===== src/rtl/s27_query_seq.sv =====
// Oracle query sequencer for the s27 core: drives a stored vector sequence onto G0-G3,
// samples G17 once per vector and returns the packed trace as a response.
module s27_query_seq #(
   parameter int SEQ_LEN = 8,
   parameter int LEN_W   = 4,
   parameter int CNT_W   = 16
) (
   input  logic                 CLK,
   input  logic                 RN,
   input  logic                 q_valid,
   output logic                 q_ready,
   input  logic [4*SEQ_LEN-1:0] q_vec,
   input  logic [LEN_W-1:0]     q_len,
   input  logic                 q_init,
   output logic [3:0]           dut_g,
   output logic                 dut_rn,
   input  logic                 dut_g17,
   output logic                 r_valid,
   input  logic                 r_ready,
   output logic [SEQ_LEN-1:0]   r_resp,
   output logic [LEN_W-1:0]     r_len,
   output logic [CNT_W-1:0]     q_count
);

   localparam int IDX_W = (SEQ_LEN > 1) ? $clog2(SEQ_LEN) : 1;

   typedef enum logic [1:0] {IDLE, DRST, APPLY, DONE} state_t;

   state_t             state, state_n;
   logic [3:0]         vec_q [SEQ_LEN];
   logic [LEN_W-1:0]   len_q, len_n, eff_len;
   logic [IDX_W-1:0]   idx, idx_n, nidx;
   logic               last;
   logic               vec_ld;
   logic               q_ready_n, r_valid_n, dut_rn_n;
   logic [3:0]         dut_g_n;
   logic [SEQ_LEN-1:0] r_resp_n;
   logic [LEN_W-1:0]   r_len_n;
   logic [CNT_W-1:0]   q_count_n;

   assign eff_len = (q_len > LEN_W'(SEQ_LEN)) ? LEN_W'(SEQ_LEN) : q_len;
   assign nidx    = idx + IDX_W'(1);
   assign last    = (LEN_W'(idx) + LEN_W'(1)) == len_q;

   always_comb begin
      state_n   = state;
      q_ready_n = q_ready;
      r_valid_n = r_valid;
      r_resp_n  = r_resp;
      r_len_n   = r_len;
      dut_g_n   = dut_g;
      dut_rn_n  = dut_rn;
      q_count_n = q_count;
      idx_n     = idx;
      len_n     = len_q;
      vec_ld    = 1'b0;
      case (state)
         IDLE: begin
            q_ready_n = 1'b1;
            dut_rn_n  = 1'b1;
            dut_g_n   = 4'd0;
            if (q_valid && q_ready) begin
               vec_ld    = 1'b1;
               len_n     = eff_len;
               r_len_n   = eff_len;
               r_resp_n  = '0;
               idx_n     = '0;
               q_ready_n = 1'b0;
               if (q_init) begin
                  state_n  = DRST;
                  dut_rn_n = 1'b0;
               end else if (eff_len != '0) begin
                  state_n = APPLY;
                  dut_g_n = q_vec[3:0];
               end else begin
                  state_n   = DONE;
                  r_valid_n = 1'b1;
               end
            end
         end
         DRST: begin
            dut_rn_n = 1'b1;
            if (len_q != '0) begin
               state_n = APPLY;
               dut_g_n = vec_q[0];
            end else begin
               state_n   = DONE;
               r_valid_n = 1'b1;
            end
         end
         APPLY: begin
            // G17 for vector idx is settled by the end of the cycle it is driven
            r_resp_n[idx] = dut_g17;
            if (last) begin
               state_n   = DONE;
               dut_g_n   = 4'd0;
               r_valid_n = 1'b1;
            end else begin
               idx_n   = nidx;
               dut_g_n = vec_q[nidx];
            end
         end
         DONE: begin
            if (r_ready) begin
               state_n   = IDLE;
               r_valid_n = 1'b0;
               q_ready_n = 1'b1;
               q_count_n = q_count + CNT_W'(1);
            end
         end
         default: state_n = IDLE;
      endcase
   end

   always_ff @(posedge CLK or negedge RN) begin
      if (!RN) begin
         state   <= IDLE;
         q_ready <= 1'b0;
         r_valid <= 1'b0;
         r_resp  <= '0;
         r_len   <= '0;
         dut_g   <= 4'd0;
         dut_rn  <= 1'b0;
         q_count <= '0;
         idx     <= '0;
         len_q   <= '0;
      end else begin
         state   <= state_n;
         q_ready <= q_ready_n;
         r_valid <= r_valid_n;
         r_resp  <= r_resp_n;
         r_len   <= r_len_n;
         dut_g   <= dut_g_n;
         dut_rn  <= dut_rn_n;
         q_count <= q_count_n;
         idx     <= idx_n;
         len_q   <= len_n;
      end
   end

   always_ff @(posedge CLK) begin
      if (vec_ld) begin
         for (int i = 0; i < SEQ_LEN; i++) vec_q[i] <= q_vec[4*i +: 4];
      end
   end

endmodule


===== config.mk =====
export PLATFORM = sky130hd
export DESIGN_NAME = s27_query_seq
export DESIGN_NICKNAME = d
export VERILOG_FILES = /design/src/rtl/s27_query_seq.sv
export SDC_FILE = /design/constraint.sdc
export NUM_CORES = 1
export LEC_CHECK = 0
export CELL_PAD_IN_SITES_DETAIL_PLACEMENT = 1
export CELL_PAD_IN_SITES_GLOBAL_PLACEMENT = 2
export CORE_ASPECT_RATIO = 0.9
export CORE_MARGIN = 2
export CORE_UTILIZATION = 36
export CTS_BUF_LIST = sky130_fd_sc_hd__clkbuf_8 sky130_fd_sc_hd__clkbuf_16
export CTS_CLUSTER_SIZE = 14
export DETAILED_ROUTE_END_ITERATION = 8
export PLACE_DENSITY = 0.86
export SYNTH_ARGS = -nofsm -noshare
export SYNTH_HDL_FRONTEND = slang
export SYNTH_SLANG_ARGS = --single-unit

===== constraint.sdc =====
create_clock -name CLK -period 4.24 [get_ports CLK]
set_input_delay 0.636 -clock CLK [delete_from_list [all_inputs] [get_ports CLK]]
set_output_delay 0.636 -clock CLK [all_outputs]
set_load 0.02 [all_outputs]

Yosys cells after proc, flatten, opt, wreduce, memory -nomap -nowiden
Memory sizes are Yosys's and may differ from the RTL's.
Index checks and enable logic that the tools add are counted.

operators by class
  add/subtract/negate cells = 3
  $lt $le $gt $ge = 3
  equality and inequality tests = 12
  multiplexer cells = 39
  reductions and logical operators = 17

operators by type and width
  kind                                                         number
  two-way mux 4 bit                                            6
  two-way mux 1 bit                                            17
  adder 16 x 1 -> 16 bit (second input constant)               1
  inequality test 2 bit (second input constant)                8
  one-hot mux 8 bit (2 select lines)                           1
  one-hot mux 4 bit (3 select lines)                           1
  AND reduction 2 bit                                          5
  bitwise mux 8 bit                                            1
  two-way mux 2 bit                                            4
  two-way mux 8 bit                                            1
  one-hot mux 2 bit (4 select lines)                           1
  nonzero test 4 bit                                           2
  two-way mux 3 bit                                            2
  one-hot mux 3 bit (2 select lines)                           1
  AND reduction 3 bit                                          2
  AND reduction 6 bit                                          1
  nonzero test 2 bit                                           3
  adder 3 x 1 -> 4 bit (second input constant)                 1
  == test 2 bit (second input constant)                        2
  == test 4 bit                                                1
  > comparator 4 bit (second input constant)                   1
  less-than comparator 3 x 4 -> 1 bit (second input constant)  1
  one-hot mux 1 bit (2 select lines)                           2
  one-hot mux 1 bit (4 select lines)                           1
  other kinds (7)                                              8

word-level totals
  register bits = 40
  RAM bits = 32
  input bits = 42
  output and inout port bits = 35
  memories kept = 1

memory list
  name   words  bits a word  rd ports  clocked after memory_dff  wr ports  line  text
  vec_q  8      4            2         0                         8         30    logic [3:0] vec_q [SEQ_LEN];

Logic depth before layout (Yosys ltp)
Gate-level depths: netlist of the first run.

  depth in word-level cells = 7
  mapped depth = 8
  depth with buffers taken out = 8

Worst setup path before layout of the first run
No wires, ideal clock.

  kind = register -> register
  from = register state[0]
  to = register r_resp[0]
  arrival time = 2.102 ns
  required time = 4.174 ns
  slack = 2.072 ns
  stages on the path, launching flop included = 9
  clock period less this slack = 2.168 ns
  cells stage by stage = dfrtp_1 inv_1 ha_1 nand3_2 inv_2 a21oi_2 nor2b_1 mux2_2 a22o_1

between the ends
  cells in the longest elaborated chain, start to end = 3
  elaborated cells between the ends (all ways) = 6
  those cells by class = eq/ne: 2; mux: 1; reduce/logical: 3

ends and longest elaborated chain
  item                                                                   line  text
  from (decl)                                                            29    state_t state, state_n;
  from (signal assigned)                                                 128   state <= state_n;
  == test 2 bit or logical NOT 2 bit (tied branches)                     57    case (state)
  nonzero test 2 bit (no line) or inequality test 2 bit (tied branches)  n/a
  AND reduction 2 bit (no line)                                          n/a
  to (signal assigned)                                                   131   r_resp <= r_resp_n;
  to (decl)                                                              20    output logic [SEQ_LEN-1:0] r_resp,

Several ways; a longest one is shown, not always the timed one.
A chain may end at the register's enable or synchronous reset.

Worst setup path after layout of the first run
  from = register idx[0]
  to = register dut_g[1]

between the ends
  cells in the longest elaborated chain, start to end = 4
  elaborated cells between the ends (all ways) = 6
  those cells by class = add/sub: 2; eq/ne: 1; mux: 2; memory: 1

ends and longest elaborated chain
  item                                                          line    text
  from (decl)                                                   32      logic [IDX_W-1:0] idx, idx_n, nidx;
  from (signal assigned)                                        136     idx <= idx_n;
  adder 3 x 1 -> 3 bit or adder 3 x 1 -> 4 bit (tied branches)  42, 43
  memory read (8 x 4 bit) or == test 4 bit (tied branches)      n/a
  two-way mux 4 bit *                                           94      if (last) begin
  one-hot mux 4 bit (3 select lines) *                          57
  to (signal assigned)                                          133     dut_g <= dut_g_n;
  to (decl)                                                     15      output logic [3:0] dut_g,

Mark *: on every way between the ends. The rest lies on a longest branch, timed or not.

==> results.json, run 1 <==
{
  "outcome": "finished, final reports clean",
  "endpoint": "dut_g[1]",
  "cts_tree": "yes",
  "grt_pass1_vias": 2464,
  "max_cap_viol_count": 0,
  "tns_ps": 0,
  "fmax_mhz": 354,
  "multi_input_area_um2": 1320,
  "ios": 77,
  "reg2reg_depth": 5,
  "finClkSkew_ps": 11.6,
  "synth_xor_area_share_pct": 5.54,
  "synth.distinct_cells": 46,
  "place_ws_ps": 1110,
  "final_area_um2": 4440,
  "synth_top_family_by_area": "multiplexers",
  "routedWlPerCell_um": 17.0,
  "drive_gt1_share_pct": 12.3,
  "critPathLaunch": "idx[0]",
  "firstDrtPassIters": 4,
  "crit_path_end_kind": "flop",
  "synth_seq_cells": 72,
  "hold_buffers": 0,
  "ff2ff_setup_slack_ps": 1420,
  "drt-initial-drc-count": 78,
  "crit_cells": 5,
  "ir_worst_vdd_mv": 0.242,
  "antenna_cells": 0,
  "p_per_area_nw_per_um2": 666,
  "fin_crit_ps": 2820,
  "initial_core_util_pct": 37.2,
  "timing.rr.end": "dut_g[1]",
  "synth.most_common_cell": "dfrtp_1",
  "vias": 2320,
  "clkSlewWorstSetupHoldPaths_ps": 90,
  "dpl_cell_area_um2": 4240,
  "relSlewSlack_pct": 39.5,
  "critPathKind": "reg2reg",
  "clk_latency_ps": 350,
  "synth_commonest_cells": "dfrtp_1, edfxtp_1, nand2_1, nor2_1, xnor2_1",
  "timing.final.ws_setup_ps": 1420,
  "grt_usage_pct": 16.6,
  "syn_nets": 301,
  "postCtsSetupRepairBufs": 0,
  "rows": 33,
  "instances_no_fill": 456,
  "yosysWarnings": 0,
  "hold_path_class": "in2async",
  "rsz0062_at_grt": "no",
  "synthCells": 252,
  "max_stage_delay_ps": 780,
  "finalHoldViolCount": 0,
  "drt-total-wl_mm": 7.73,
  "fin_crit_sh_pct": 66.6,
  "area_delta_synth_final_pct": 30.4,
  "cts_num_sinks": 72,
  "nets": 378,
  "io_buffers": 76,
  "slowest_stage": "ha_1",
  "synthAdderAreaFrac_pct": 2.57,
  "gp_congestion": 0.769,
  "coreArea_um2": 9170,
  "die_x_um": 107,
  "grt_first_pass_wirelength_mm": 13.0,
  "synth.area.top_cells": "dfrtp_1, edfxtp_1, mux4_1",
  "synth_edf_count": 32,
  "synth_compound_area_share_pct": 8.99,
  "cts_resized": 0,
  "dp_hpwl_mm": 5.64,
  "htree_num_levels": 3,
  "syn_avg_cell_area_um2": 13.5,
  "seq_area_frac_synth_pct": 57.6,
  "crit_path_cell_trace": "ha_1, mux4_1, mux2_2, a221oi_1, nor2_1",
  "fp.dieH_um": 96.3,
  "drv_slew": 0,
  "setup_viol": 0,
  "vias_per_cell": 5.09,
  "drtAntennaViolNets": 0,
  "r2r_start": "idx[0]",
  "antenna_found_initial": 0,
  "grt_overflow": 0,
  "placed_cells": 440,
  "p_total_mw": 2.96,
  "crit_required_ps": 4470,
  "ys.flop_type": "dfrtp_1",
  "crit_buf_inv": 0,
  "cts-buffers-inserted": 9,
  "seq_area_um2": 1960,
  "tightest_slew_ps": 908,
  "fin_hold_ws_ps": 407,
  "p_leak_nw": 1.74,
  "path_delay_family": "multiplexers",
  "async_flop_share_pct": 55.6,
  "synth_area_um2": 3410,
  "synthSimpleGateAreaFrac_pct": 10.3,
  "fin_util_pct": 48.5,
  "crit_fanout": 18,
  "grt_max_degree": 41,
  "cts_root_buf": "clkbuf_8",
  "worstPathArrival_ps": 3060,
  "yosysTopAreaCellShare_pct": 29.4,
  "route.detailed.drc": 0,
  "n_fill_cell": 986,
  "muxShareOfSynthArea_pct": 11.5,
  "dieArea_um2": 10300,
  "synth_largest_area_cell": "dfrtp_1",
  "critPathLaunchType": "flop",
  "cts.path.max_buffers": 2
}
## power breakdown
group,internal [mW],switching (mW),leakage [nW]
registers,0.915,0.175,0.818
logic,0.622,0.673,0.819
clock network,0.283,0.293,0.103
total,1.82,1.14,1.74
## flip-flops by register name, summed over array words and instances, names as in the netlist, 2 cells and up
register	count
vec_q	32
q_count	16
r_resp	8
dut_g	4
len_q	4
idx	3
state	2
## kinds of logic (layout without fill, tap and decap cells)
kind of cell | Yosys count | count (layout)
flops | 72 | 72
buf+inv | 21 | 103
fa+ha+maj | 7 | 7
mux | 24 | 24
compound gates | 41 | 41
simple gates | 68 | 68
xor+xnor | 19 | 19
## per-layer routing
metal	routed length, um	up-vias	track usage, %	part of all wire (%)
met2	3700	52	27.0	48
met5	0	-	0	0
met3	319	6	4.81	4.1
li1	-	1096	-	-
met4	65	0	4.22	0.84
met1	3650	1166	22.0	47
## area by class of cell
class / instances / share of cell area, %
multi-input cells: 159 / 29.8
clock inverters: 7 / 1.89
repair buffers: 76 / 17.0
flip-flops and latches: 72 / 44.2
clock buffers: 9 / 2.79
inverters: 11 / 0.929
well taps: 122 / 3.44
## how the worst min path moves through the flow
| stage | start | end | slack, ps | depth (start not counted) |
|---|---|---|---|---|
| 2_1_floorplan | RN | dut_g[0] | 340 | 0 |
| 3_3_place_gp | q_count[15] | q_count[15] | 460 | 1 |
| 3_5_place_dp | q_count[15] | q_count[15] | 470 | 1 |
| 4_1_cts | RN | q_count[11] | 440 | 1 |
| 5_1_grt | RN | q_count[12] | 480 | 1 |
| 6_report | RN | q_count[11] | 410 | 1 |
## cell usage in the layout, fill, tap and decap left out, drive strengths merged, types with 2 or more instances in the layout
cell type,n
clkdlybuf4s50,75
dfrtp,40
edfxtp,32
nand2,19
mux2,16
inv,15
xnor2,13
nor2,13
nand3,11
clkbuf,9
o21ai,9
mux4,8
a22o,8
a21oi,8
ha,7
xor2,5
nand4,4
a221oi,4
o22ai,4
nor3,4
nand2b,3
and3,2
nor2b,2
a31o,2
nor4,2
nand4b,2
nand3b,2
nor3b,2
## worst register-to-register path: stages, from the launching register on
cell	delay, ps
dfrtp_1	630
ha_1	780
mux4_1	650
mux2_2	290
a221oi_1	280
nor2_1	90
(Power assumes the default switching activity.)
==> run 2, diff against run 1 <==
CORE_UTILIZATION = 34   (was 36)
PLACE_DENSITY = 0.82   (was 0.86)
clock period = 2.8 ns   (was 4.24 ns; I/O delays follow)
==> run 2 against run 1 <==
Critical path depth did not move. Sequential power increased by 46%. Maximum frequency rose by 15%. Sequential share of layout area shrank 0.20 points. Clock skew is 2.1 ps lower. Setup slack lost 1100 ps. Final cell count rose by 2.0%. Critical path type unchanged. Largest cell class unchanged. Largest power group unchanged.
==> results.json, run 2 (synthesized netlist as in run 1, its figures left out) <==
{
  "die_x_um": 110,
  "coreArea_um2": 9700,
  "p_clk_share_pct": 17.8,
  "regMostFlops": "vec_q",
  "io_buffers": 76,
  "cts_root_buf": "clkbuf_8",
  "route.detailed.drc": 0,
  "max_cap_viol_count": 0,
  "routedWlPerCell_um": 16.8,
  "firstDrtPassIters": 5,
  "cts_resized": 0,
  "drt-initial-drc-count": 55,
  "relSlewSlack_pct": 37.9,
  "intPower_mw": 2.69,
  "critPathLaunchType": "flop",
  "outcome": "finished, final reports clean",
  "crit_required_ps": 3040,
  "grt_pass1_vias": 2516,
  "clk_latency_ps": 360,
  "p_sw_share_pct": 39.0,
  "largestRegisters": "vec_q x32, q_count x16, r_resp x8",
  "dpl_cell_area_um2": 4280,
  "largest_register_ffs": 32,
  "drv_slew": 0,
  "setup_viol": 0,
  "fin_crit_ps": 2460,
  "dp_hpwl_mm": 5.58,
  "initial_core_util_pct": 35.1,
  "antenna_found_initial": 0,
  "vias_per_cell": 5.05,
  "cts_tree": "yes",
  "drtAntennaViolNets": 0,
  "dieArea_um2": 10800,
  "antenna_cells": 0,
  "hold_path_class": "in2async",
  "worstPathArrival_ps": 2700,
  "critPathKind": "reg2reg",
  "drive_gt1_share_pct": 13.6,
  "ir_worst_vdd_mv": 0.334,
  "gp_congestion": 0.739,
  "nets": 383,
  "htree_num_levels": 3,
  "rsz0062_at_grt": "no",
  "seqPwrFrac_pct": 36.1,
  "vias": 2346,
  "crit_path_end_kind": "flop",
  "grt_overflow": 0,
  "fin_crit_sh_pct": 88.0,
  "cts_num_sinks": 72,
  "ios": 77,
  "p_per_area_nw_per_um2": 990,
  "final_area_um2": 4460,
  "power_frac_comb_pct": 46.1,
  "postCtsSetupRepairBufs": 0,
  "grt_usage_pct": 15.9,
  "finClkSkew_ps": 9.50,
  "drt-total-wl_mm": 7.80,
  "hold_buffers": 0,
  "rows": 34,
  "p_leak_nw": 1.75,
  "area_delta_synth_final_pct": 30.9,
  "cts.path.max_buffers": 2,
  "fmax_mhz": 406,
  "tns_ps": 0,
  "fp.dieH_um": 99.0,
  "layout_common_cells": "clkdlybuf4s50_1, dfrtp_1, edfxtp_1, nand2_1",
  "clkSlewWorstSetupHoldPaths_ps": 90,
  "final_common_cell": "clkdlybuf4s50_1",
  "cts-buffers-inserted": 9,
  "switchingPower_mw": 1.72,
  "grt_first_pass_wirelength_mm": 13.0,
  "grt_max_degree": 41,
  "n_fill_cell": 1033,
  "tightest_slew_ps": 931,
  "finalHoldViolCount": 0,
  "crit_fanout": 10
}
-- run 2: changes by cell type in the layout (fill, tap and decap cells not counted), sizes merged --
cell and change:
buf +5, bufinv -1, clkinvlp +1
-- run 2: through the flow --
| step | cells | util, % | setup WS [ps] | total power, mW | hold slack [ps] |
|---|---|---|---|---|---|
| finish | 465 | 46.0 | 337 | 4.42 | 197 |
| global route | 465 | 46.0 | 195 | 4.75 | 249 |
| CTS | 465 | 46.0 | 277 | 4.49 | 222 |
| detailed placement | 449 | 44.1 | 296 | 3.68 | 473 |
| global placement | 449 | 44.1 | 454 | 3.59 | 463 |
| floorplan | 252 | - | 632 | 3.01 | 124 |
-- run 2: routing by layer --
metal	up-vias	track usage, %	wire length, um
met3	12	4.23	351
met4	0	5.94	123
met2	55	25.0	3760
met1	1171	21.1	3560
met5	-	0	0
li1	1108	-	-
-- run 2: path summary, 6_finish.rpt --
path                              from  depth (start not counted)  slack [ps]           to
max                             idx[0]                          5         340     dut_g[2]
min                                 RN                          1         200   q_count[8]
min reg2reg                q_count[15]                          1         480  q_count[15]
min in group CLK           q_count[15]                          1         480  q_count[15]
max in group asynchronous           RN                          1        2010       idx[2]
max reg2reg                     idx[0]                          5         340     dut_g[2]
-- run 2: final cells by class --
| type | count | area (um2) | share of cell area, % |
|---|---|---|---|
| clock buffer | 9 | 124 | 2.78 |
| clock inverter | 7 | 61.3 | 1.37 |
| inverter | 11 | 41.3 | 0.925 |
| multi-input combinational | 159 | 1320 | 29.7 |
| sequential | 72 | 1960 | 44.0 |
| tap | 126 | 158 | 3.53 |
| timing repair buffer | 81 | 793 | 17.8 |
-- run 2: power by group through the flow --
stage	sequential [mW]	clock, mW	combinational [mW]
final	1.59	0.786	2.04
after global placement	1.61	0	1.98
after detailed placement	1.62	0	2.05
after global routing	1.64	0.870	2.24
after CTS	1.60	0.820	2.07
after floorplan	1.71	0	1.31
-- run 2: worst max-delay path, cell delays in order, from the launching register on --
cell and delay [ps]:
dfrtp_1 390, ha_1 630, mux4_1 630, mux2_2 290, a221oi_1 330, nor2_1 90
==> run 3, diff against run 2 <==
ABC_AREA = 1   (was default)
CORE_ASPECT_RATIO = 1.4   (was 0.9)
CORE_UTILIZATION = 31   (was 34)
PLACE_DENSITY = 0.77   (was 0.82)
==> run 3 against run 2 <==
Critical path depth is 6 higher. Largest cell class unchanged. Sequential power is 30% lower. Setup slack better by 350 ps. Total power fell by 40%. Register-to-register slack gained 350 ps. Area after synthesis grew 5.9%. Clock-buffer cell count increased by 1. Clock power increased by 82%. Worst hold slack better by 29 ps. Combinational power down 95%. Global-route usage grew 0.47 points. First-iteration DRC count up 91%.
==> results.json, run 3 <==
{
  "outcome": "finished, final reports clean",
  "postCtsSetupRepairBufs": 0,
  "drv_slew": 0,
  "synth_seq_cells": 72,
  "dp_hpwl_mm": 7.05,
  "area_delta_synth_final_pct": 35.6,
  "hold_buffers": 0,
  "vias": 2918,
  "gp_congestion": 0.797,
  "n_fill_cell": 1307,
  "drive_gt1_share_pct": 9.52,
  "syn_avg_cell_area_um2": 9.14,
  "synth.area.top_cells": "dfrtp_1, edfxtp_1, nand2_1",
  "synth_edf_count": 32,
  "p_per_area_nw_per_um2": 539,
  "io_buffers": 76,
  "critPathLaunchType": "flop",
  "ir_worst_vdd_mv": 0.347,
  "antenna_cells": 0,
  "fin_crit_sh_pct": 75.4,
  "hold_path_class": "in2async",
  "largestRegisters": "vec_q x32, q_count x16, r_resp x8",
  "max_cap_viol_count": 0,
  "synth.most_common_cell": "nand2_1",
  "synthCells": 395,
  "nets": 527,
  "cts_root_buf": "clkbuf_16",
  "drtAntennaViolNets": 0,
  "dieArea_um2": 12500,
  "cts_resized": 0,
  "route.detailed.drc": 0,
  "crit_fanout": 10,
  "htree_num_levels": 3,
  "syn_nets": 444,
  "cts.path.max_buffers": 2,
  "synth_commonest_cells": "nand2_1, inv_1, dfrtp_1, nand3_1, edfxtp_1",
  "grt_usage_pct": 16.4,
  "largest_register_ffs": 32,
  "intPower_mw": 2.15,
  "setup_viol": 0,
  "p_sw_share_pct": 18.4,
  "fin_crit_ps": 2110,
  "synth_largest_area_cell": "dfrtp_1",
  "relSlewSlack_pct": 37.1,
  "clkSlewWorstSetupHoldPaths_ps": 60,
  "place_ws_ps": 668,
  "die_x_um": 95.2,
  "synth_area_um2": 3610,
  "ys.flop_type": "dfrtp_1",
  "layout_common_cells": "nand2_1, clkdlybuf4s50_1, inv_1, dfrtp_1, nand3_1",
  "antenna_found_initial": 0,
  "ios": 77,
  "final_common_cell": "nand2_1",
  "finalHoldViolCount": 0,
  "cts_num_sinks": 72,
  "tightest_slew_ps": 944,
  "fmax_mhz": 474,
  "rows": 46,
  "fp.dieH_um": 132,
  "tns_ps": 0,
  "p_clk_share_pct": 54.0,
  "regMostFlops": "vec_q",
  "vias_per_cell": 4.65,
  "drt-total-wl_mm": 9.58,
  "grt_max_degree": 41,
  "timing.final.ws_setup_ps": 690,
  "seqPwrFrac_pct": 42.2,
  "grt_first_pass_wirelength_mm": 16.1,
  "seq_area_frac_synth_pct": 54.3,
  "synth.distinct_cells": 36,
  "async_flop_share_pct": 55.6,
  "p_leak_nw": 2.18,
  "routedWlPerCell_um": 15.3,
  "crit_required_ps": 3060,
  "rsz0062_at_grt": "no",
  "cts-buffers-inserted": 9,
  "crit_path_end_kind": "flop",
  "switchingPower_mw": 0.485,
  "yosysTopAreaCellShare_pct": 27.7,
  "cts_tree": "yes",
  "worstPathArrival_ps": 2370,
  "coreArea_um2": 11300,
  "yosysWarnings": 0,
  "clk_latency_ps": 340,
  "grt_pass1_vias": 3224,
  "finClkSkew_ps": 9.43,
  "grt_overflow": 0,
  "drt-initial-drc-count": 105,
  "firstDrtPassIters": 4,
  "power_frac_comb_pct": 3.8,
  "critPathKind": "reg2reg",
  "initial_core_util_pct": 31.8,
  "fin_hold_ws_ps": 226
}
==> run 3: cell types whose count changed after synthesis, sizes merged, moves of 13 or more <==
cell | before | now
nand2 | 19 | 108
nand3 | 11 | 40
o21ai | 9 | 24
nor2 | 13 | 26
inv | 11 | 56
mux2 | 16 | 0
==> run 3: power groups by stage <==
stage | clock network (mW) | logic, mW | registers, mW
floorplan | 0 | 0.00814 | 1.14
global placement | 0 | 0.102 | 1.13
detailed placement | 0 | 0.102 | 1.13
CTS | 1.46 | 0.103 | 1.11
global route | 1.51 | 0.109 | 1.11
finish | 1.43 | 0.100 | 1.11
==> run 3: worst max-delay path, stage by stage, from the launching register on <==
cell and delay [ps]:
dfrtp_1 470, ha_1 530, clkinv_1 320, nand3_1 160
nand2_1 60, nand2_1 50, nand2_1 60, inv_1 60
nand3_1 60, nand2_1 70, nand2_1 50, a21oi_1 130
==> run 3: cells by family after synthesis <==
group                    after synthesis  share of synthesized area, %
flip-flops                            72                          54.3
buffers and inverters                 67                          7.93
XOR/XNOR                              15                          3.64
adder cells (fa/ha/maj)                7                          2.43
AND/OR/NAND/NOR                      189                          24.8
AO/OA/AOI/OAI                         45                          6.86
==> run 3: worst paths after layout <==
kind | endpoint | start | slack [ps] | cells after the start
setup / recovery | dut_g[3] | idx[1] | 690 | 11
hold / removal | q_count[5] | RN | 230 | 1
setup reg to reg | dut_g[3] | idx[1] | 690 | 11
hold reg to reg | r_resp[4] | r_resp[4] | 480 | 2
max in group asynchronous | q_count[11] | RN | 1980 | 1
min in group CLK | r_resp[4] | r_resp[4] | 480 | 2
==> run 3: layer usage <==
| layer | vias up | share of wire (%) | GRT usage (%) | routed length (um) |
|---|---|---|---|---|
| met5 | - | 0 | 0 | 0 |
| met4 | 0 | 0.95 | 4.35 | 91 |
| met3 | 8 | 3.7 | 4.07 | 355 |
| met2 | 55 | 54 | 28.8 | 5180 |
| met1 | 1414 | 41 | 19.6 | 3960 |
| li1 | 1441 | - | - | - |
==> run 3: layout make-up <==
class                           instances  area (um2)  area share (%)
Tap cell                              144         180            3.68
Inverter                               58         224            4.58
Multi-Input combinational cell        256        1370            27.9
Sequential cell                        72        1960            40.1
Clock buffer                           10         239            4.88
Timing Repair Buffer                   81         793            16.2
Clock inverter                          6         131            2.68
==> run 3: per-stage QoR <==
| stage | std cells | cell area [um2] | power, mW | utilization [%] |
|---|---|---|---|---|
| 3_5_place_dp | 611 | 4520 | 1.24 | 39.9 |
| 4_1_cts | 627 | 4890 | 2.67 | 43.2 |
| 5_1_grt | 627 | 4890 | 2.73 | 43.2 |
| 2_1_floorplan | 395 | 3610 | 1.15 | - |
| 3_3_place_gp | 611 | 4520 | 1.24 | 39.9 |
| 6_report | 627 | 4890 | 2.64 | 43.2 |
